`src/rtl/regfile_pkg.sv`:
```
// Shared defaults and the per-register scoreboard state for the register file.
package regfile_pkg;

  localparam int DEF_DATA_W   = 32;
  localparam int DEF_NUM_REGS = 32;

  typedef enum logic {
    IDLE    = 1'b0,
    PENDING = 1'b1
  } reg_state_e;

endpackage

```
`src/rtl/regfile_scoreboard.sv`:
```
// Per-register pending-write tracker: reservation sets, write-back clears, reservation wins a tie.
// busy_fwd is busy_vec with this cycle's write-back clears already applied.
module regfile_scoreboard
  import regfile_pkg::*;
#(
  parameter int NUM_REGS = DEF_NUM_REGS,
  parameter int ADDR_W   = $clog2(NUM_REGS),
  parameter int ZERO_REG = 1
) (
  input  logic              clk,
  input  logic              rst_n,
  input  logic              rsv_en,
  input  logic [ADDR_W-1:0] rsv_addr,
  input  logic              wr_en,
  input  logic [ADDR_W-1:0] wr_addr,
  output logic [NUM_REGS-1:0] busy_vec,
  output logic [NUM_REGS-1:0] busy_fwd
);

  reg_state_e        state [NUM_REGS];
  logic [NUM_REGS-1:0] rsv_hit;
  logic [NUM_REGS-1:0] wr_hit;

  always_comb begin
    rsv_hit  = '0;
    wr_hit   = '0;
    busy_vec = '0;
    for (int i = 0; i < NUM_REGS; i++) begin
      rsv_hit[i]  = rsv_en && (rsv_addr == ADDR_W'(i));
      wr_hit[i]   = wr_en && (wr_addr == ADDR_W'(i));
      busy_vec[i] = (state[i] == PENDING);
    end
  end

  assign busy_fwd = busy_vec & ~wr_hit;

  always_ff @(posedge clk or negedge rst_n) begin
    if (!rst_n) begin
      for (int i = 0; i < NUM_REGS; i++) state[i] <= IDLE;
    end else begin
      for (int i = 0; i < NUM_REGS; i++) begin
        // A hardwired zero register can never have a write outstanding.
        if (ZERO_REG != 0 && i == 0) begin
          state[i] <= IDLE;
        end else begin
          case (state[i])
            IDLE:    if (rsv_hit[i]) state[i] <= PENDING;
            PENDING: if (wr_hit[i] && !rsv_hit[i]) state[i] <= IDLE;
          endcase
        end
      end
    end
  end

endmodule

```
`src/rtl/regfile_sb.sv`:
```
// Two-read, one-write register file with optional write forwarding and a pending-write scoreboard.
// Reads return registered data and busy one cycle after rd_en; outputs hold while rd_en is low.
module regfile_sb
  import regfile_pkg::*;
#(
  parameter int DATA_W   = DEF_DATA_W,
  parameter int NUM_REGS = DEF_NUM_REGS,
  parameter int ADDR_W   = $clog2(NUM_REGS),
  parameter int BYPASS   = 1,
  parameter int ZERO_REG = 1
) (
  input  logic                clk,
  input  logic                rst_n,
  input  logic                rd_en,
  input  logic [ADDR_W-1:0]   rd_addr0,
  input  logic [ADDR_W-1:0]   rd_addr1,
  output logic [DATA_W-1:0]   rd_data0,
  output logic [DATA_W-1:0]   rd_data1,
  output logic                rd_busy0,
  output logic                rd_busy1,
  output logic                rd_valid,
  input  logic                wr_en,
  input  logic [ADDR_W-1:0]   wr_addr,
  input  logic [DATA_W-1:0]   wr_data,
  input  logic                rsv_en,
  input  logic [ADDR_W-1:0]   rsv_addr,
  output logic [NUM_REGS-1:0] busy_vec
);

  logic [DATA_W-1:0]   regs [NUM_REGS];
  logic [NUM_REGS-1:0] busy_fwd;
  logic [NUM_REGS-1:0] busy_src;
  logic [DATA_W-1:0]   rdata0, rdata1;
  logic                wr_ok;

  regfile_scoreboard #(
    .NUM_REGS (NUM_REGS),
    .ADDR_W   (ADDR_W),
    .ZERO_REG (ZERO_REG)
  ) u_sb (
    .clk      (clk),
    .rst_n    (rst_n),
    .rsv_en   (rsv_en),
    .rsv_addr (rsv_addr),
    .wr_en    (wr_en),
    .wr_addr  (wr_addr),
    .busy_vec (busy_vec),
    .busy_fwd (busy_fwd)
  );

  assign wr_ok    = wr_en && (ZERO_REG == 0 || wr_addr != '0);
  assign busy_src = (BYPASS != 0) ? busy_fwd : busy_vec;

  // Zero-register check comes last so it overrides any forwarded write to r0.
  always_comb begin
    rdata0 = regs[rd_addr0];
    rdata1 = regs[rd_addr1];
    if (BYPASS != 0 && wr_en && wr_addr == rd_addr0) rdata0 = wr_data;
    if (BYPASS != 0 && wr_en && wr_addr == rd_addr1) rdata1 = wr_data;
    if (ZERO_REG != 0 && rd_addr0 == '0) rdata0 = '0;
    if (ZERO_REG != 0 && rd_addr1 == '0) rdata1 = '0;
  end

  always_ff @(posedge clk or negedge rst_n) begin
    if (!rst_n) begin
      for (int i = 0; i < NUM_REGS; i++) regs[i] <= '0;
    end else if (wr_ok) begin
      regs[wr_addr] <= wr_data;
    end
  end

  always_ff @(posedge clk or negedge rst_n) begin
    if (!rst_n) begin
      rd_data0 <= '0;
      rd_data1 <= '0;
      rd_busy0 <= 1'b0;
      rd_busy1 <= 1'b0;
      rd_valid <= 1'b0;
    end else begin
      rd_valid <= rd_en;
      if (rd_en) begin
        rd_data0 <= rdata0;
        rd_data1 <= rdata1;
        rd_busy0 <= busy_src[rd_addr0];
        rd_busy1 <= busy_src[rd_addr1];
      end
    end
  end

endmodule

```
`config.mk`:
```
export PLATFORM = sky130hd
export DESIGN_NAME = regfile_sb
export DESIGN_NICKNAME = d
export VERILOG_FILES = /design/src/rtl/regfile_pkg.sv /design/src/rtl/regfile_scoreboard.sv /design/src/rtl/regfile_sb.sv
export SDC_FILE = /design/constraint.sdc
export NUM_CORES = 2
export LEC_CHECK = 0
export BUFFER_PORTS_ARGS = -buffer_cell sky130_fd_sc_hd__buf_2
export CAP_MARGIN = 20
export CORE_MARGIN = 1.5
export CORE_UTILIZATION = 47
export DETAILED_ROUTE_END_ITERATION = 7
export MAX_ROUTING_LAYER = met4
export PLACE_DENSITY = 0.63
export SYNTH_ARGS = -nofsm -noshare
export SYNTH_HDL_FRONTEND = slang
export SYNTH_SLANG_ARGS = --single-unit
```
`constraint.sdc`:
```
create_clock -name clk -period 2.4 [get_ports clk]
set_input_delay 0.24 -clock clk [delete_from_list [all_inputs] [get_ports clk]]
set_output_delay 0.24 -clock clk [all_outputs]
set_load 0.005 [all_outputs]
```
-- After elaboration in Yosys (flattened, before gate mapping)
Index checks and enable logic that the tools add are counted.
- register bits after elaboration: 1122
- bits in latches: 0
- memory bits (writable): 0
- ROM bits: 0
- output and inout port bits: 99
- logic and storage cells: 417
- memories kept: 0
- add/sub/neg operators: 0
- multipliers: 0
- div/mod/pow operators: 0
- order comparisons: 6
- equality and inequality tests: 64
- shifts and indexed selects: 0
- muxes and demuxes: 110
- bitwise logic cells: 36
- reduce and logical (&&, ||, !) cells: 133
- operators by type and width (cell ; number):
    $bwmux W1024 ; 1
    $bmux W32 S5 ; 2
    $mux W32 ; 9
    $demux W32 S5 ; 1
    $eq A5 B5 Y1 const B ; 32
    $logic_and A1 B1 Y1 ; 98
    $eq A5 B4 Y1 const B ; 16
    $mux W1 ; 64
    $pmux W1 S2 ; 31
    $eq A5 B3 Y1 const B ; 8
    $and A32 B32 Y32 ; 1
    $not A32 Y32 ; 1
    $logic_not A1 Y1 ; 31
    $not A1 Y1 ; 31
    $eq A5 B2 Y1 const B ; 4
    $ge A6 B6 Y1 const B ; 3
    $not A5 Y6 ; 3
    $logic_not A5 Y1 ; 3
    $lt A5 B6 Y1 const B ; 2
    $bmux W1 S5 ; 2
    $eq A5 B1 Y1 const B ; 2
    $eq A5 B5 Y1 ; 2
    $lt A6 B1 Y1 const B ; 1
    $reduce_bool A5 Y1 ; 1

-- Logic depth before layout (Yosys ltp)
- depth after elaboration: 6
- gate-level depth with buffers: 9
- depth with buffers taken out: 5

-- Hierarchy
A second synthesis with hierarchy kept.
- cell total of the unflattened synthesis: 4067
- area total of the unflattened synthesis: 58781.4 µm²
- modules (own cells, without submodules) (module ; times used ; cells each ; area an instance (µm²) ; sequential area each (µm²)):
    regfile_sb ; 1 ; 3934 ; 57293.7 ; 27301.2
    regfile_scoreboard ; 1 ; 133 ; 1487.7 ; 775.7

-- Least setup slack after synthesis
Ideal clock, no wire load.
- path type: input port to flip-flop
- start: input rd_addr0[1]
- end: register rd_data0[0]
- setup time: 0.126 ns
- arrival time: 2.064 ns
- data required time: 2.274 ns
- setup slack: 0.210 ns
- stages: 8
- path buffers: 3
- cells stage by stage: buf_2 > clkbuf_1 > buf_1 > mux4_2 > mux2_2 > o22ai_1 > nor2_1 > a221o_1
- longest elaborated chain between the ends: 6
- RTL lines (item ; line ; source):
    start: declaration ; regfile_sb.sv:15 ; input logic [ADDR_W-1:0] rd_addr0,
    $not A5 Y6 (not written as such) ; regfile_sb.sv:56 ; rdata0 = regs[rd_addr0];
    $bmux W32 S5 ; regfile_sb.sv:56 ;
    $mux W32 (not written as such) (2 in series) ; regfile_sb.sv:56 ;
    $mux W32 ; regfile_sb.sv:58 ; if (BYPASS != 0 && wr_en && wr_addr == rd_addr0) rdata0 = wr_data;
    $mux W32 * ; regfile_sb.sv:60 ; if (ZERO_REG != 0 && rd_addr0 == '0) rdata0 = '0;
    end signal: assignment ; regfile_sb.sv:82 ; rd_data0 <= rdata0;
    end: declaration ; regfile_sb.sv:17 ; output logic [DATA_W-1:0] rd_data0,
Mark *: on every way between the ends. The rest lies on a longest branch, timed or not. The select of a mux whose other input is x is not followed.
A chain may end at the register's enable or synchronous reset.

-- Final worst setup path
- start: register regs[924] (netlist bit)
- end: register rd_data1[28]
- longest elaborated chain between the ends: 5
- RTL lines (item ; line ; source):
    start: declaration ; regfile_sb.sv:30 ; logic [DATA_W-1:0] regs [NUM_REGS];
    start signal: indexed assignment ; regfile_sb.sv:68 ; regs[wr_addr] <= wr_data;
    $bmux W32 S5 ; regfile_sb.sv:57 ; rdata1 = regs[rd_addr1];
    $mux W32 (not written as such) (2 in series) ; regfile_sb.sv:57 ;
    $mux W32 ; regfile_sb.sv:59 ; if (BYPASS != 0 && wr_en && wr_addr == rd_addr1) rdata1 = wr_data;
    $mux W32 ; regfile_sb.sv:61 ; if (ZERO_REG != 0 && rd_addr1 == '0) rdata1 = '0;
    end signal: assignment ; regfile_sb.sv:83 ; rd_data1 <= rdata1;
    end: declaration ; regfile_sb.sv:18 ; output logic [DATA_W-1:0] rd_data1,
Every way passes these cells. The select of a mux whose other input is x is not followed.

==> results by stage <==
Cells and area:
- The fraction of final layout cells sized beyond drive strength 1 is 0.595.
- The top cell types in the final layout, fill and taps aside, are sky130_fd_sc_hd__mux2_2, sky130_fd_sc_hd__dfrtp_1, sky130_fd_sc_hd__mux4_2.
- The library cell used most frequently in the layout, excluding fill and tap cells, is sky130_fd_sc_hd__mux2_2.
- The register cell area after layout is 28100 sq um.
- For this run, the post-layout net count is 4141.
- The area of the multi-input gates is 29500 sq um.
- The finished layout holds 5838 standard cells, fillers aside.
- Once layout is complete, the utilization of the core stands at 0.550.
- The post-synthesis to final-layout area growth is 16.2%.
- After filler insertion, the fill cell instance count of the layout stands at 10.1k.

Floorplan:
- In this run the core area contains 130 standard-cell rows.
- The die height is 359 um.
- The area of the core is 126000 sq um.
- The initial utilization of the core area, before any placement, comes to 0.473.
- For this design the top-level I/O count stands at 156.
- The floorplan step set the die width to 359 um.
- The die covers 129000 sq um.

Clocking:
- TritonCTS built the clock tree.
- The clock reaches the later pin of the worst-skew pair after 770 ps.
- The CTS clock-pin slew for the worst setup and hold paths is 60 ps.
- The count of H-tree levels built during CTS is 3.
- The number of buffers inserted to repair setup after CTS is 0.
- Counting the buffers created by CTS gives 120.
- The clock sink total is 1122.
- No sink is reached through more buffers than the 3 on the longest clock path.
- The clock tree root buffer cell is sky130_fd_sc_hd__clkbuf_16.

Place:
- Including well taps, the total number of placed cells is 5600.
- OpenSTA, run right after detailed placement, puts the worst setup slack at -107 ps.
- Routability-driven placement finished with a final weighted congestion of 0.874.
- The wire-length estimate of the detail-placed layout is 112000 um.
- Port buffering added 154 buffers.

Global routing:
- The initial antenna violation count is 3.
- The first global-routing pass estimated 273000 um of wire.
- The aggregate global-route resource usage is 0.300.
- Entering global routing, the biggest net connects 110 pins.
- The number of global-route vias before repair is 39.1k.
- The aggregate global routing overflow is 0.

Timing:
- The highest clock frequency the design can meet is 501 MHz.
- The period utilization is 0.832.
- The hold violation count in the final report came to 0.
- Setup repair after global routing left no endpoint under its margin.
- Between clock sinks in the finished design, the worst skew comes to 49.1 ps.
- At the pin with the least slew margin, the transition time is 980 ps.
- Across all setup checks in the final design, the least slack found is 404 ps.
- Counting I/O delays and the setup requirement, the final critical path takes 2000 ps.
- Setup violations remaining at the end of the flow were counted as 0.
- The max-slew violation count came to 0.
- The tightest slew margin relative to the limit is 0.347.

Detailed routing:
- The routed layout has 38.1k vias.
- Detailed routing placed a total of 88400 um of wire on met2.
- The met1 wire length is 78000 um.
- The number of vias per cell is 6.52.
- After detailed routing, the number of remaining DRC violations is 0.
- The highest metal layer used by the detailed router is met4.
- After detailed routing, the met3 layer carries 11300 um of wire.
- The number of DRC markers after the initial detailed-route iteration is 3368.
- The total iterations of the first detailed-routing run is 5.
- The antenna violation net count after detailed routing is 0.
- The detailed-route wire length is 184000 um.
- The final routed wire length divided by cell count is 31.5 um.

Synth:
- The number of nets in the synthesized netlist is 3963.
- The share of flip-flops with an asynchronous set or reset is 1.00.
- The largest family of logic cells by synthesized area is multiplexers.
- The number of standard cells after synthesis is 3906.
- The number of warning messages in the yosys log is 0.
- The synthesized netlist occupies a cell area of 59400 sq um.
- In the synthesized netlist the dominant register cell turns out to be sky130_fd_sc_hd__dfrtp_1.
- The portion of synthesized area spent on multiplexers is 0.431.
- After synthesis the netlist holds a flip-flop and latch count of 1122.
- The adder and majority gate portion of the synthesized area is 0.
- Counting flops with a built-in enable in the synthesized netlist gives 0.
- The area share of and/or/nand/nor cells after synthesis is 0.0216.
- The synthesized netlist contains 51 unique library cells.
- The mean instance size in the synthesized netlist is 15.2 sq um.
- The sequential-to-total area share from yosys stat is 0.472.
- Of the total synthesized cell area, the portion taken by XOR and XNOR cells is 0.00147.
- The post-synthesis compound-gate area fraction is 0.0377.

Setup path:
- Along the worst path, the maximum fanout reaches 3.
- The worst flop-to-flop path startpoint is regs[924].
- STA classifies the critical path startpoint as a register.
- The capture point of the critical path is rd_data1[28].
- STA puts the critical path data required time at 3040 ps.
- The worst setup path is captured at a register.
- The setup path with the least slack is of type register to register.
- At the worst endpoint, the arrival time is 2640 ps.
- Counting cells, the worst reg-to-reg path comes to 5.
- The most critical setup path has its startpoint at regs[924].
- The capture point of the worst reg-to-reg path is rd_data1[28].
- The register-to-register setup slack is 400 ps.

Power and ir drop:
- The peak supply drop is 644 uV.
- The leakage power total is 29.8 nW.
- The areal power density over the cells is 819 nW/um^2.
- The overall power consumption is 56.6 mW.

Status:
- The flow ran to the end, and the final reports show no timing, DRC or antenna violations.

Job:
- The count of max-cap constraint violations is 0.

Worst hold path:
- The path type of the worst min-delay path is input pin to async pin.
-- timing repair --
| item | in CTS | in global routing |
|---|---|---|
| resized for setup | 0 | 0 |
| hold endpoints to repair | 493 | 0 |
| hold buffers | 12 | 0 |
-- report_power, final --
part / internal (mW) / total [mW] / switching (mW)
clock network: 11.6 / 19.7 / 8.09
logic: 7.41 / 11.7 / 4.30
registers: 22.5 / 25.2 / 2.70
-- per-layer routing --
layer,up-vias,global-route usage
met3,360,0.0403
met4,0,0.0911
met5,-,-
met1,20800,0.411
li1,15500,-
met2,1365,0.468
-- worst max-delay path, stage by stage (launching register included) --
cell	delay, ps
sky130_fd_sc_hd__dfrtp_1	400
sky130_fd_sc_hd__mux4_2	500
sky130_fd_sc_hd__mux2_2	280
sky130_fd_sc_hd__o22ai_1	250
sky130_fd_sc_hd__nor2_1	150
sky130_fd_sc_hd__a221o_1	310
-- through the flow --
step / hold WS (ps) / cell area (sq um) / TNS [ps]
final: 26.1 / 69100 / 0
after global routing: 25.8 / 69100 / 0
after CTS: 0.532 / 69100 / 0
after detailed placement: 197 / 64800 / -1060
after global placement: 192 / 64800 / -594
after floorplan: -55.6 / 59400 / 0
-- logic make-up (layout without fill, tap and decap cells) --
group                  Yosys count  after routing
multiplexers                  1762           1762
flip-flops                    1122           1122
buffers and inverters          444            725
AO/OA/AOI/OAI                  314            314
AND/OR/NAND/NOR                253            253
XOR/XNOR                        10             10
other                            1              2
-- sequential cells by signal, indices dropped and copies added (netlist names) --
name           count
rd_busy1           1
rd_data0          32
rd_data1          32
regs            1024
rd_busy0           1
rd_valid           1
u_sb.busy_vec     31
-- synth_stat cells (25+ instances only) --
cell / instances / share of area
sky130_fd_sc_hd__mux4_2: 512 / 0.19
sky130_fd_sc_hd__o211ai_1: 25 / 0.0032
sky130_fd_sc_hd__buf_6: 50 / 0.0095
sky130_fd_sc_hd__buf_1: 74 / 0.0047
sky130_fd_sc_hd__dfrtp_1: 1122 / 0.47
sky130_fd_sc_hd__nor2_1: 90 / 0.0057
sky130_fd_sc_hd__a221o_1: 64 / 0.011
sky130_fd_sc_hd__buf_2: 59 / 0.0050
sky130_fd_sc_hd__nor2b_1: 73 / 0.0077
sky130_fd_sc_hd__nand2_1: 43 / 0.0027
sky130_fd_sc_hd__o22ai_1: 128 / 0.013
sky130_fd_sc_hd__o21ai_0: 59 / 0.0050
sky130_fd_sc_hd__clkbuf_1: 254 / 0.016
sky130_fd_sc_hd__mux2_2: 1247 / 0.24
-- how the worst min path moves through the flow --
| stage | start | end | depth (start not counted) |
|---|---|---|---|
| 6_report | rst_n | rd_valid | 2 |
| 5_1_grt | rst_n | rd_valid | 2 |
| 4_1_cts | rst_n | regs[701] | 2 |
| 3_5_place_dp | rst_n | u_sb.busy_vec[17] | 1 |
| 3_3_place_gp | rst_n | u_sb.busy_vec[16] | 1 |
| 2_1_floorplan | rst_n | rd_busy0 | 0 |
-- cell type report --
type                    count  area share
diodes                      1   0.0000362
clock buffers             177      0.0511
clock inverters            48     0.00965
inverters                   5    0.000272
multi-input cells        2340       0.427
flip-flops and latches   1122       0.406
well taps                1650      0.0299
repair buffers            495      0.0757
Power figures use the tool's default switching activity.
